--- config.mk ---
export PLATFORM = sky130hd
export DESIGN_NAME = async_down_counter
export DESIGN_NICKNAME = d
export VERILOG_FILES = /design/src/rtl/async_down_counter.sv
export SDC_FILE = /design/constraint.sdc
export NUM_CORES = 1
export LEC_CHECK = 0
export CAP_MARGIN = 20
export CORE_AREA = 10 10 47 49
export CTS_CLUSTER_DIAMETER = 80
export DETAILED_ROUTE_END_ITERATION = 7
export DIE_AREA = 0 0 57 59
export PLACE_DENSITY = 0.69
export SLEW_MARGIN = 20
export SYNTH_ARGS = -nofsm -noshare
export SYNTH_HDL_FRONTEND = slang
export SYNTH_SLANG_ARGS = --single-unit
--- constraint.sdc ---
create_clock -name clk -period 1.64 [get_ports clk]
set_input_delay 0.41 -clock clk [delete_from_list [all_inputs] [get_ports clk]]
set_output_delay 0.41 -clock clk [all_outputs]
set_load 0.02 [all_outputs]
--- src/rtl/async_down_counter.sv ---
// rtl/async_down_counter.sv - loadable down counter with terminal-count pulse and optional auto-reload
// Optional prescaler on the count tick is built only when DOWN_CNT_PRESCALE_EN is defined.
module async_down_counter #(
  parameter int WIDTH    = 4,
  parameter int PRESCALE = 4
) (
  input  logic             clk,
  input  logic             rst,
  input  logic             en,
  input  logic             load,
  input  logic [WIDTH-1:0] din,
  input  logic             auto_reload,
  output logic [WIDTH-1:0] q,
  output logic             tc,
  output logic             busy
);

  typedef enum logic {IDLE = 1'b0, RUN = 1'b1} state_t;

  // Out-of-range parameters leave the counter permanently stalled rather than miscounting
  localparam bit PARAMS_OK = (WIDTH >= 2) && (WIDTH <= 16) && (PRESCALE >= 2) && (PRESCALE <= 256);

  state_t           state, state_nx;
  logic [WIDTH-1:0] reload_r, q_nx;
  logic             tc_nx;
  logic             tick;

`ifdef DOWN_CNT_PRESCALE_EN
  localparam int PW = (PRESCALE > 2) ? $clog2(PRESCALE) : 1;

  logic [PW-1:0] pcnt, pcnt_nx;

  assign tick = PARAMS_OK && (state == RUN) && en && (pcnt == PW'(PRESCALE - 1));

  always_comb begin
    pcnt_nx = pcnt;
    if (load || (state_nx == IDLE))
      pcnt_nx = '0;
    else if ((state == RUN) && en)
      pcnt_nx = tick ? '0 : pcnt + PW'(1);
  end

  always_ff @(posedge clk or negedge rst) begin
    if (!rst) pcnt <= '0;
    else      pcnt <= pcnt_nx;
  end
`else
  assign tick = PARAMS_OK && en;
`endif

  always_comb begin
    state_nx = state;
    q_nx     = q;
    tc_nx    = 1'b0;
    if (load) begin
      q_nx     = din;
      state_nx = (din != '0) ? RUN : IDLE;
    end else if ((state == RUN) && tick) begin
      if (q > WIDTH'(1)) begin
        q_nx = q - WIDTH'(1);
      end else if (q == WIDTH'(1)) begin
        tc_nx = 1'b1;
        if (auto_reload) begin
          q_nx = reload_r;
        end else begin
          q_nx     = '0;
          state_nx = IDLE;
        end
      end else begin
        // q==0 in RUN is unreachable; fall back to IDLE rather than wrap
        q_nx     = '0;
        state_nx = IDLE;
      end
    end
  end

  always_ff @(posedge clk or negedge rst) begin
    if (!rst) begin
      state    <= IDLE;
      q        <= '0;
      tc       <= 1'b0;
      busy     <= 1'b0;
      reload_r <= '0;
    end else begin
      state <= state_nx;
      q     <= q_nx;
      tc    <= tc_nx;
      busy  <= (state_nx == RUN);
      if (load) reload_r <= din;
    end
  end

endmodule

==> summary.md <==
| Metric | Value |
|---|---|
| Status | `completed` |
| CP bufs+invs | `1` |
| Number of global-route vias before repair | `527` |
| Final Hold Violating Endpoints | `0` |
| Fill cells | `148` |
| P&R area growth vs syn | `40.2%` |
| Initial antenna violation count | `0` |
| Post-route ant nets | `0` |
| Reg2Reg Capture Point | `q[1]$_DFFE_PN0P_` |
| CP delay by family, top | `buffers and inverters` |
| TritonCTS sink count | `10` |
| Synth top cells by count | `dfrtp_1, nand2_1, inv_1, nand3_1, o21ai_1` |
| Setup-failing EPs final | `0` |
| R2r worst-path depth | `6` |
| Post-synthesis sequential area ratio | `0.465` |
| Design Area, Final | `754 um^2` |
| Core footprint | `0.00140 mm^2` |
| Reg-to-Reg Start | `q[1]$_DFFE_PN0P_` |
| Row cnt | `14` |
| Layout cells sized above 1 | `0.197` |
| Period minus WS final | `1.58 ns` |
| Worst min path class | `primary input to async pin` |
| P_leak | `0.000350 uW` |
| WP data required | `1.23 ns` |
| Seq cells post-synth | `10` |
| Synth Area per Inst | `9.78 um^2` |
| Yosys warnings | `0` |
| H-Tree Level Count | `1` |
| Area leader, netlist | `dfrtp_1` |
| Ys async rst share | `1.00` |
| Final Skew | `0.00240 ns` |
| CTS root buf | `clkbuf_4` |
| Die area | `0.00336 mm^2` |
| Total power | `670 uW` |
| Max Transition Viols Final | `0` |
| Drt drc | `0` |
| Drt first pass iters | `2` |
| Crit end category | `primary output` |
| Max-cap viol count | `0` |
| Die X | `57 um` |
| CP cell instances | `clkdlybuf4s50_1` |
| Crit start category | `flop` |
| Seq. cell area | `250 um^2` |
| Final period util | `0.965` |
| Crit path depth | `1` |
| Ranking of synthesized cells by area | `dfrtp_1, ha_1, mux2_2` |
| Worst path slowest cell | `clkdlybuf4s50_1` |
| Maximum clock frequency | `0.632 GHz` |
| First-pass GRT wire length | `2.34 mm` |
| Multi-input logic area | `268 um^2` |
| R2R Setup Slk | `0.15 ns` |
| RSZ-0062 raised after global routing | `false` |
| Crit path DAT | `1.17 ns` |
| Worst vdd ir | `0.465 mV` |
| Worst-Margin Slew | `0.451 ns` |
| Drt via density | `5.40` |
| Placed Area | `731 um^2` |
| Number of diodes | `0` |
| GRT Overall Usage | `0.0857` |
| Port Buf Inserts | `14` |
| Syn nets | `66` |
| Slew margin rel. | `0.698` |
| Synth top area share | `0.465` |
| Later-pin clock latency in the skew report | `0.26 ns` |
| HPWL Detailed | `1.04 mm` |
| Via count | `497` |
| Maximum clock path buffer count | `2` |
| Post-synth EDFFs | `0` |
| Distinct cell type count of the synthesized netlist | `26` |
| Pin count of the biggest net entering global routing | `11` |
| CP peak stage delay | `0.59 ns` |
| Worst-path clk slew | `0.06 ns` |
| CTS buffer count | `3` |
| CTS tree | `built` |
| WL final | `1.31 mm` |
| WS Path Type | `flop to primary output` |
| Initial Utilization | `0.384` |
| NumNets Final | `89` |
| Overflow after GRT | `0` |
| Ports | `15` |
| PwrDens | `888 mW/mm^2` |
| Count leader, synth | `dfrtp_1` |
| Worst-path maximum fanout | `1` |
| Synth Instances | `55` |
| Top_reg_cell synth | `dfrtp_1` |
| Setup total negative slack | `0 ns` |
| GP Congestion | `0.829` |
| Die height | `59 um` |
| Routed WL per cell | `14.2 um` |
| Post-synthesis cell area | `538 um^2` |
| DRC violation total after the first TritonRoute iteration | `15` |
-- timing repair --
action	CTS	global route
gates cloned	0	0
gates resized for setup	3	2
hold buffers	0	0
buffers inserted	0	0
setup endpoints to repair	3	2
endpoints found under the hold margin	0	0
-- cells by family after synthesis --
kind of cell,after synthesis,synth area share
simple gates,19,0.191
compound gates,17,0.219
fa+ha+maj,2,0.0465
flops,10,0.465
buf+inv,5,0.0372
mux,2,0.0419
-- report_power, final --
group          internal, uW  switching [uW]  leakage (uW)
clock network          84.7            81.2     0.0000138
logic                   100             110      0.000216
registers               272            22.1      0.000121
total                   457             213      0.000350
-- how the worst max path moves through the flow --
| stage | from | end | slack [ns] |
|---|---|---|---|
| final | tc$_DFF_PN0_ | tc | 0.06 |
| after global routing | q[0]$_DFFE_PN0P_ | q[1]$_DFFE_PN0P_ | 0.002 |
| after CTS | q[3]$_DFFE_PN0P_ | q[3] | 0.0009 |
| after detailed placement | load | reload_r[3]$_DFFE_PN0P_ | 0.02 |
| after global placement | auto_reload | q[1]$_DFFE_PN0P_ | 0.03 |
| after floorplan | q[0]$_DFFE_PN0P_ | q[1]$_DFFE_PN0P_ | 0.18 |
-- routing by layer --
layer,up-vias,global-route usage,share of wire
li1,246,-,-
met1,235,0.108,0.46
met2,14,0.118,0.45
met3,2,0.0408,0.075
met4,0,0.0436,0.012
met5,-,0,0
-- sequential cells by signal, indices dropped and copies added (netlist names) --
signal / count
tc: 1
state: 1
reload_r: 4
q: 4
-- area by class of cell --
cell class                 instances  area share
sequential                        10       0.332
multi-input combinational         40       0.355
inverter                           4      0.0199
timing repair buffer              19       0.237
tap                               16      0.0265
clock buffer                       3      0.0299
-- cells in the final DEF, fill, tap and decap left out, types with 2 or more instances in the layout --
cell type,instances
dfrtp_1,10
clkdlybuf4s50_1,9
nand2_1,6
buf_4,5
inv_1,4
nand3_1,3
o21ai_1,3
clkbuf_4,3
dlygate4sd2_1,3
nor2_1,2
mux2_2,2
nor3_2,2
a211oi_1,2
a21oi_1,2
nor3_1,2
a221oi_1,2
ha_1,2
dlymetal6s2s_1,2
-- stage by stage --
stage | util | setup slack, ns | instances | hold WS (ns)
after CTS | 0.535 | 0.000916 | 92 | 0.479
final | 0.538 | 0.0579 | 92 | 0.459
after global routing | 0.538 | 0.00176 | 92 | 0.480
after global placement | 0.521 | 0.0300 | 89 | 0.496
after detailed placement | 0.521 | 0.0242 | 89 | 0.500
after floorplan | - | 0.175 | 55 | 0.114
No activity file was read; power rests on OpenSTA's default activity.
